$ cat config.mk
export PLATFORM = sky130hd
export DESIGN_NAME = char_buf_udp_reporter
export DESIGN_NICKNAME = d
export VERILOG_FILES = /design/src/rtl/char_buf_udp_reporter.sv
export SDC_FILE = /design/constraint.sdc
export NUM_CORES = 1
export LEC_CHECK = 0
export BUFFER_PORTS_ARGS = -buffer_cell sky130_fd_sc_hd__buf_4
export CAP_MARGIN = 10
export CORE_ASPECT_RATIO = 0.6
export CORE_MARGIN = 2
export CORE_UTILIZATION = 52
export CTS_CLUSTER_DIAMETER = 100
export DETAILED_ROUTE_END_ITERATION = 8
export MAX_ROUTING_LAYER = met4
export PLACE_DENSITY = 0.86
export REMOVE_ABC_BUFFERS = 1
export SKIP_CTS_REPAIR_TIMING = 1
export SLEW_MARGIN = 20
export SYNTH_ARGS = -nofsm -noshare
export SYNTH_HDL_FRONTEND = slang
export SYNTH_SLANG_ARGS = --single-unit
$ cat constraint.sdc
create_clock -name clk -period 7.2 [get_ports clk]
set_input_delay 0.36 -clock clk [delete_from_list [all_inputs] [get_ports clk]]
set_output_delay 0.36 -clock clk [all_outputs]
set_load 0.02 [all_outputs]
$ cat src/rtl/char_buf_udp_reporter.sv
// ---------------------------------------------------------------------------
// char_buf_udp_reporter
//
// Reads the OSD character buffer back out of the char RAM and sends it as a
// single UDP payload through the eth_udp TX stream when asked to.
//
// Packet payload: HDR_MAGIC, len, char[0] .. char[len-1] [, checksum]
//   len = min(RAM[STRLENDATA_SAVED_ADDR], MAX_CHARS), captured once per packet.
//
// Optional feature macro: CHAR_BUF_REPORT_CRC_EN
//   defined     -> one trailing byte = XOR of magic, len and all chars,
//                  tsize = len + 3, the checksum byte carries last.
//   not defined -> no checksum byte, tsize = len + 2.
//
// Ports
//   clk             in   system clock (char RAM and eth_udp user side)
//   rst             in   synchronous reset, active-high
//   report_req      in   one-cycle request for a report packet
//   ram_rd_addr     out  char RAM read address (registered)
//   ram_dout        in   char RAM read data, valid one clock after the address
//   udp_tx_m_start  out  packet-start strobe, tsize valid with it
//   udp_tx_m_tsize  out  payload byte count
//   udp_tx_m_data   out  payload byte
//   udp_tx_m_valid  out  payload byte valid
//   udp_tx_m_last   out  final payload byte marker
//   udp_tx_m_ready  in   sink ready; start/byte accepted when high
//   busy            out  high while a packet is in progress
//   pkt_cnt         out  count of completely sent packets (wraps)
// ---------------------------------------------------------------------------
module char_buf_udp_reporter #(
  parameter int         CHAR_BUFFER_ADDR_WIDTH = 11,
  parameter int         STRLENDATA_SAVED_ADDR  = 1023,
  parameter int         CHAR_BASE_ADDR         = 0,
  parameter int         MAX_CHARS              = 255,
  parameter logic [7:0] HDR_MAGIC              = 8'h5A
) (
  input  logic                              clk,
  input  logic                              rst,
  input  logic                              report_req,
  output logic [CHAR_BUFFER_ADDR_WIDTH-1:0] ram_rd_addr,
  input  logic [7:0]                        ram_dout,
  output logic                              udp_tx_m_start,
  output logic [15:0]                       udp_tx_m_tsize,
  output logic [7:0]                        udp_tx_m_data,
  output logic                              udp_tx_m_valid,
  output logic                              udp_tx_m_last,
  input  logic                              udp_tx_m_ready,
  output logic                              busy,
  output logic [15:0]                       pkt_cnt
);

  typedef enum logic [3:0] {
    S_IDLE,
    S_RD_LEN,
    S_WAIT_LEN,
    S_START,
    S_HDR0,
    S_HDR1,
    S_FETCH,
    S_SEND,
`ifdef CHAR_BUF_REPORT_CRC_EN
    S_CRC,
`endif
    S_DONE
  } state_t;

  localparam logic [7:0] MAX_LEN = 8'(MAX_CHARS);

  // State that follows the last character (or the header when len is 0).
`ifdef CHAR_BUF_REPORT_CRC_EN
  localparam state_t     TAIL_STATE = S_CRC;
  localparam logic [15:0] HDR_EXTRA = 16'd3;
`else
  localparam state_t     TAIL_STATE = S_DONE;
  localparam logic [15:0] HDR_EXTRA = 16'd2;
`endif

  state_t      state;
  state_t      state_nxt;
  logic [7:0]  len_q;
  logic [7:0]  idx_q;
  logic [7:0]  fetch_idx;
  logic [7:0]  char_hold;
  logic        send_first;
  logic        pending;
  logic        last_char;
  logic [7:0]  len_clamped;
`ifdef CHAR_BUF_REPORT_CRC_EN
  logic [7:0]  crc_q;
`endif

  assign busy        = (state != S_IDLE);
  assign last_char   = (idx_q == len_q - 8'd1);
  assign len_clamped = (ram_dout > MAX_LEN) ? MAX_LEN : ram_dout;

  // Next-state and stream outputs. Outputs depend only on state so that
  // ready never feeds back combinationally into data/valid/start.
  // In the first SEND cycle the RAM word is taken straight from ram_dout;
  // afterwards the captured copy is used so a stalled byte stays stable.
  always_comb begin
    state_nxt      = state;
    fetch_idx      = idx_q;
    udp_tx_m_start = 1'b0;
    udp_tx_m_tsize = 16'd0;
    udp_tx_m_data  = 8'd0;
    udp_tx_m_valid = 1'b0;
    udp_tx_m_last  = 1'b0;
    case (state)
      S_IDLE:     if (report_req) state_nxt = S_RD_LEN;
      S_RD_LEN:   state_nxt = S_WAIT_LEN;
      S_WAIT_LEN: state_nxt = S_START;
      S_START: begin
        udp_tx_m_start = 1'b1;
        udp_tx_m_tsize = 16'(len_q) + HDR_EXTRA;
        if (udp_tx_m_ready) state_nxt = S_HDR0;
      end
      S_HDR0: begin
        udp_tx_m_data  = HDR_MAGIC;
        udp_tx_m_valid = 1'b1;
        if (udp_tx_m_ready) state_nxt = S_HDR1;
      end
      S_HDR1: begin
        udp_tx_m_data  = len_q;
        udp_tx_m_valid = 1'b1;
`ifndef CHAR_BUF_REPORT_CRC_EN
        udp_tx_m_last  = (len_q == 8'd0);
`endif
        if (udp_tx_m_ready) state_nxt = (len_q == 8'd0) ? TAIL_STATE : S_FETCH;
      end
      S_FETCH:    state_nxt = S_SEND;
      S_SEND: begin
        udp_tx_m_data  = send_first ? ram_dout : char_hold;
        udp_tx_m_valid = 1'b1;
`ifndef CHAR_BUF_REPORT_CRC_EN
        udp_tx_m_last  = last_char;
`endif
        if (udp_tx_m_ready) begin
          fetch_idx = idx_q + 8'd1;
          state_nxt = last_char ? TAIL_STATE : S_FETCH;
        end
      end
`ifdef CHAR_BUF_REPORT_CRC_EN
      S_CRC: begin
        udp_tx_m_data  = crc_q;
        udp_tx_m_valid = 1'b1;
        udp_tx_m_last  = 1'b1;
        if (udp_tx_m_ready) state_nxt = S_DONE;
      end
`endif
      S_DONE:     state_nxt = (pending || report_req) ? S_RD_LEN : S_IDLE;
      default:    state_nxt = S_IDLE;
    endcase
  end

  // State register plus datapath. The RAM address is registered on entry to
  // RD_LEN/FETCH and otherwise held, so the RAM only ever sees addresses the
  // packet actually needs. A request arriving while busy (including in DONE)
  // is remembered once and consumed when DONE launches the next packet.
  always_ff @(posedge clk) begin
    if (rst) begin
      state       <= S_IDLE;
      len_q       <= 8'd0;
      idx_q       <= 8'd0;
      char_hold   <= 8'd0;
      send_first  <= 1'b0;
      pending     <= 1'b0;
      ram_rd_addr <= '0;
      pkt_cnt     <= 16'd0;
`ifdef CHAR_BUF_REPORT_CRC_EN
      crc_q       <= 8'd0;
`endif
    end else begin
      state      <= state_nxt;
      send_first <= (state == S_FETCH);

      if (state_nxt == S_RD_LEN)
        ram_rd_addr <= CHAR_BUFFER_ADDR_WIDTH'(STRLENDATA_SAVED_ADDR);
      else if (state_nxt == S_FETCH)
        ram_rd_addr <= CHAR_BUFFER_ADDR_WIDTH'(CHAR_BASE_ADDR + int'(fetch_idx));

      if (state == S_WAIT_LEN) len_q <= len_clamped;

      if (state == S_START)
        idx_q <= 8'd0;
      else if (state == S_SEND && udp_tx_m_ready)
        idx_q <= idx_q + 8'd1;

      if (send_first) char_hold <= ram_dout;

`ifdef CHAR_BUF_REPORT_CRC_EN
      if (state == S_START)
        crc_q <= 8'd0;
      else if (udp_tx_m_valid && udp_tx_m_ready && state != S_CRC)
        crc_q <= crc_q ^ udp_tx_m_data;
`endif

      if (state == S_DONE) pkt_cnt <= pkt_cnt + 16'd1;

      if (state == S_DONE)
        pending <= 1'b0;
      else if (report_req && state != S_IDLE)
        pending <= 1'b1;
    end
  end

endmodule
# --- After elaboration in Yosys (flattened, before gate mapping) ---
# Cells that the tools add are included.
word_totals:
  ff_bits: 56
  input_bits: 12
  out_inout_bits: 55
  word_cells: 54
classes:
  addsub: 4
  n_lt_le_gt_ge: 1
  eq_ne: 11
  mux: 20
  n_reduce_logical: 10
op_table:
  columns: ["operator", "count"]
  rows:
  - ["$pmux 4 s9", 1]
  - ["$mux 8", 4]
  - ["$mux 4", 7]
  - ["$pmux 8 s3", 1]
  - ["$eq 4x3->1 const B", 5]
  - ["$mux 10", 2]
  - ["$add 16x1->16 const B", 1]
  - ["$add 8x2->9 const B", 1]
  - ["$mux 9", 1]
  - ["$add 8x1->8 const B", 1]
  - ["$eq 4x1->1 const B", 2]
  - ["$eq 4x2->1 const B", 2]
  - ["$eq 8x8->1", 1]
  - ["$gt 8x8->1 const B", 1]
  - ["$logic_not 8->1", 1]
  - ["$sub 8x1->8 const B", 1]
  - ["$eq 4x4->1 const B", 1]
  - ["$logic_not 4->1", 1]
  - ["$reduce_bool 4->1", 1]
  - ["$reduce_or 2->1", 2]
  - ["$mux 1", 3]
  - ["$reduce_or 3->1", 1]
  - ["$logic_and 1x1->1", 2]
  - ["$pmux 1 s2", 1]
  - ["other kinds (2)", 2]

# --- Longest topological paths before layout ---
logic_depth:
  word_depth: 8
  depth_mapped: 10
  ltp_nobuf: 8

# --- Least setup slack after synthesis ---
# No wires, ideal clock.
synth_path:
  kind: "flip-flop to flip-flop"
  start: "register len_q[2]"
  end: "register ram_rd_addr[1]"
  setup_ps: 135
  t_arrival_ps: 2458
  t_required_ps: 7065
  path_slack_ps: 4607
  stages_incl_launch_ff: 11
  n_path_buf: 2
  synth_period_minus_slack_ps: 2593
  path_cell_list: "dfxtp_1 > clkbuf_1 > inv_1 > ha_1 > nor2b_1 > or3_1 > and3_1 > or4b_1 > buf_2 > a211oi_1 > a211oi_1"
synth_between:
  elab_chain_cells: 7
  word_cells_on_any_way: 12
  classes_between: "1 x add/sub; 3 x eq/ne; 6 x mux; 2 x reduce/logical"
synth_rtl:
  columns: ["item", "line_no", "text"]
  rows:
  - ["from (decl)", "80", "logic [7:0] len_q;"]
  - ["from (signal assigned)", "181", "if (state == S_WAIT_LEN) len_q <= len_clamped;"]
  - ["$sub 8x1->8", "93", "assign last_char = (idx_q == len_q - 8'd1);"]
  - ["$eq 8x8->1", "93", null]
  - ["$mux 4", "139", "state_nxt = last_char ? TAIL_STATE : S_FETCH;"]
  - ["$mux 4", "137", "if (udp_tx_m_ready) begin"]
  - ["$pmux 4 s9 *", "108", "case (state)"]
  - ["$eq 4x1->1 / $eq 4x3->1 (equally long branches)", "176, 178", null]
  - ["$mux 10 / $reduce_bool 2->1 (equally long branches)", null, null]
  - ["to (signal assigned)", "177", "ram_rd_addr <= CHAR_BUFFER_ADDR_WIDTH'(STRLENDATA_SAVED_ADDR);"]
  - ["to (signal assigned)", "179", "ram_rd_addr <= CHAR_BUFFER_ADDR_WIDTH'(CHAR_BASE_ADDR + int'(fetch_idx));"]
  - ["to (decl)", "40", "output logic [CHAR_BUFFER_ADDR_WIDTH-1:0] ram_rd_addr,"]
# Mark *: on every way between the ends. The rest lies on a longest branch, timed or not.
# A chain may end at the register's enable or synchronous reset.

# --- Final worst setup path ---
layout_path:
  start: "register len_q[1]"
  end: "output port udp_tx_m_last"
layout_between:
  elab_chain_cells: 3
  word_cells_on_any_way: 4
  classes_between: "1 x add/sub; 1 x eq/ne; 1 x mux; 1 x reduce/logical"
layout_rtl:
  columns: ["item", "line_no", "text"]
  rows:
  - ["$sub 8x1->8", "93", null]
  - ["$eq 8x8->1", "93", null]
  - ["$pmux 1 s2 *", "108", null]
  - ["to (decl)", "46", "output logic udp_tx_m_last,"]
# Marked as above.

==> run summary <==
The run finished with clean final reports. TritonCTS built the clock tree. Among all stages on the critical path, the largest delay is contributed by sky130_fd_sc_hd__dfxtp_1. The number of max-slew violations in the final report is 0, and the placement-stage cell area is 3417 sq um. No sink is reached through more buffers than the 2 on the longest clock path.

The tightest min-delay check is of the primary input to register type. The die extent in x was 102.4 um; the clock transition at the registers of the reported paths was 100 ps. The worst hold path passes through 3 cells.

Summed over all layers, the global routing overflow is 0. The tools report the total global-route track usage as 23.85%. The run gives 0.8885 as the final weighted congestion in routability-driven placement. The worst setup path is launched from a register. CTS saw 55 sinks.

The floorplan step set the die height to 63.02 um. The remaining antenna violation count is 0. The tool flagged a number of max-cap violations equal to 0. After layout, the minimum clock period comes to 2907 ps. For the netlist area before placement, the log shows 3019 sq um. The most used flip-flop cell after synthesis is sky130_fd_sc_hd__dfxtp_1.

The placeable core area is 5597 sq um, and the net switching power of the design is 190.1 uW. In the final timing run, aggregate negative setup slack is 0 ps. The portion of synthesized area spent on multiplexers is 3.481%. The final clock period utilization by the worst path was 40.38%; the achievable clock frequency was 344.0 MHz.

Family with the most delay on the worst path: simple AND/OR/NAND/NOR gates. The critical path class was register to output port. After Yosys synthesis, full adders, half adders and majority gates account for 2.487% of the synthesized area. In this run the power density over the cells is 186.4 nW/um^2.

The worst reg2reg path depth is 8, and the largest stage delay on the critical path is 480 ps. The worst slew slack as a fraction of its limit is 38.08%, and the share of the synthesized area in the top cell type is 36.47%. Across the routed clock network, the largest skew measured is 6.257 ps.

The wire-length estimate of the detail-placed layout is 5194 um. The run gives 53.95% as the initial core utilization. The number of cells on the critical path is 8. The worst vdd rail ir drop came out at 0.09472 mV. The worst setup path is captured at an output port.

Walking the worst path, the cells encountered are inv_1, ha_1, nor3b_1, xnor2_1, o2111ai_1, nor2_1, a32o_1, buf_4. Summed over all cells, the static leakage comes to 0.001451 uW. Setup repair after global routing left no endpoint under its margin.

For this run, the register share of the synthesized area comes to 36.47%. The biggest area contributor in the post-synthesis netlist is sky130_fd_sc_hd__dfxtp_1. The finished cells cover 3523 sq um. The number of antenna repair diodes is 0. The top cell types in the final layout, fill and taps aside, are 58 x sky130_fd_sc_hd__buf_4, 55 x sky130_fd_sc_hd__dfxtp_1, 49 x sky130_fd_sc_hd__nor2_1, 41 x sky130_fd_sc_hd__nand2_1. 67 I/O pins were placed. The data arrival at the endpoint of the critical path was 2550 ps.

Yosys mapped the design onto 50 distinct sky130hd cell types. Of the total power, combinational logic draws 17.9%. Entering global routing, the biggest net connects 37 pins. The number of iterations in the first detailed-routing pass was 5; the required time of the worst setup path was 6840 ps.

Summing the areas of all and, or, nand and nor instances in the mapped netlist gives 27.64% of the synthesized area. The run gives 310 ps as the worst-skew pair later-pin latency. For this run, design rule violations remaining after detail routing come to 0.

The total count of hold-check failures in the final report is 0. The routed wire length was 7117 um. After detailed routing, the average wire length per cell comes to 14.41 um. Together, buffers and inverters on the worst path number 2.

The number of cells in the design after placement came out at 487. The root buffer cell chosen for the clock tree is sky130_fd_sc_hd__clkbuf_8. The number of clock buffers added by TritonCTS is 5. The clock share of power was 30.6%; the area overhead of the layout relative to synthesis was 16.70%. The average size of a mapped cell works out to 8.094 sq um. The H-tree generated during clock tree synthesis spans 2 levels.

The fraction of layout cells with a size suffix above 1 was 18.36%. The internal portion of the total power is 466.6 uW. The tools report the number of antenna violations at the first check in global routing as 0.

For this run, asynchronously set or reset flops after synthesis account for 0%. Sequential cells burn 51.5% of the power. For this run, the post-layout net count is 432. For the die footprint, the log shows 6451 sq um. Counting flops with a built-in enable in the synthesized netlist gives 0. Along the worst path, the maximum fanout reaches 7.

The logs give 0 for the final setup violation count and 0 for the count of warnings emitted by yosys. After the flow finishes, the layout carries non-filler instances totaling 494. Number of DRC violations after detailed-routing iteration 0: 195.

After synthesis, the largest family of logic cells by area is simple AND/OR/NAND/NOR gates. After technology mapping, the gate count stands at 373. The switching part of the total power was 28.95%. The number of global-route vias before repair was 2,542; the wire length of the first global-routing pass was 11,950 um. At the pin with the least slew margin, the transition time is 921.7 ps. The area fraction in compound gates after synthesis was 13.39%.

Total number of vias: 2,717. Ranked by total cell area, the synthesized netlist is headed by sky130_fd_sc_hd__dfxtp_1 36%, sky130_fd_sc_hd__xor2_1 6.4%, sky130_fd_sc_hd__nor2_1 6.1%. The register bit count reported by yosys works out to 55. The detailed-route vias per instance was 5.500. Leaving out fill and tap cells, the most frequent cell in the layout is sky130_fd_sc_hd__buf_4. The count of buffers from port buffering is 58, and the xor/xnor cell area share of the yosys netlist is 9.863%. Standard-cell row count: 21.
[path summary, 6_finish.rpt]
| check | start | end | slack [ps] |
|---|---|---|---|
| setup / recovery | len_q[1] | udp_tx_m_last | 4290 |
| hold reg to reg | pending | pending | 490 |
| setup reg to reg | len_q[2] | ram_rd_addr[1] | 4450 |
| hold / removal | ram_dout[0] | len_q[0] | 300 |
[logic make-up (layout without fill, tap and decap cells)]
logic type / Yosys count / in the layout
AO/OA/AOI/OAI: 61 / 61
other: 1 / 8
flip-flops: 55 / 55
XOR/XNOR: 34 / 34
AND/OR/NAND/NOR: 166 / 166
multiplexers: 10 / 10
adder cells (fa/ha/maj): 6 / 6
buffers and inverters: 40 / 74
[cells in the mapped netlist, types with 9 or more instances]
cell type,n
sky130_fd_sc_hd__a21oi_1,22
sky130_fd_sc_hd__nor3_1,9
sky130_fd_sc_hd__xor2_1,22
sky130_fd_sc_hd__dfxtp_1,55
sky130_fd_sc_hd__clkbuf_1,15
sky130_fd_sc_hd__o21ai_0,13
sky130_fd_sc_hd__xnor2_1,12
sky130_fd_sc_hd__nor2_1,49
sky130_fd_sc_hd__buf_4,9
sky130_fd_sc_hd__nand2_1,41
sky130_fd_sc_hd__nand3_1,16
sky130_fd_sc_hd__inv_1,9
sky130_fd_sc_hd__and3_1,9
[metal layers]
layer,up-vias,GRT usage [%],wire length (um),part of all wire (%)
li1,1347,-,-,-
met1,1264,32.21,3316,47
met2,99,36.02,3225,45
met3,7,5.593,523,7.3
met4,0,6.167,53,0.74
met5,-,-,0,0
[power groups by stage]
stage | clock, uW | combinational, uW | sequential, uW
after floorplan | 0 | 69.7 | 348
after global routing | 220 | 129 | 341
after detailed placement | 0 | 116 | 345
final | 201 | 118 | 338
after global placement | 0 | 113 | 344
after CTS | 203 | 117 | 338
[worst min-delay path: stages]
cell                      delay (ps)
sky130_fd_sc_hd__buf_4           110
sky130_fd_sc_hd__nand2_1          50
sky130_fd_sc_hd__a21oi_1          50
[cell type report]
| class | instances | area (sq um) |
|---|---|---|
| fillers | 500 | 2073 |
| multi-input cells | 285 | 1747 |
| flip-flops and latches | 55 | 1101 |
| repair buffers | 58 | 435.4 |
| well taps | 80 | 100.1 |
| clock buffers | 5 | 68.82 |
| clock inverters | 2 | 37.54 |
| inverters | 9 | 33.78 |
[stage by stage]
stage | power [uW] | util (%) | setup slack, ps | hold slack (ps)
2_1_floorplan | 417.5 | - | 4738 | 429.1
3_3_place_gp | 457.0 | 61.06 | 4645 | 462.0
3_5_place_dp | 460.8 | 61.06 | 4490 | 474.6
4_1_cts | 657.8 | 62.96 | 4308 | 295.0
5_1_grt | 690.1 | 62.96 | 4060 | 299.1
6_report | 656.8 | 62.96 | 4293 | 298.1
[flip-flops by register name (all words and copies together) (netlist names)]
signal       flops
len_q            8
pending          1
send_first       1
idx_q            8
ram_rd_addr      9
char_hold        8
pkt_cnt         16
state            4
No activity file was read; power rests on OpenSTA's default activity.
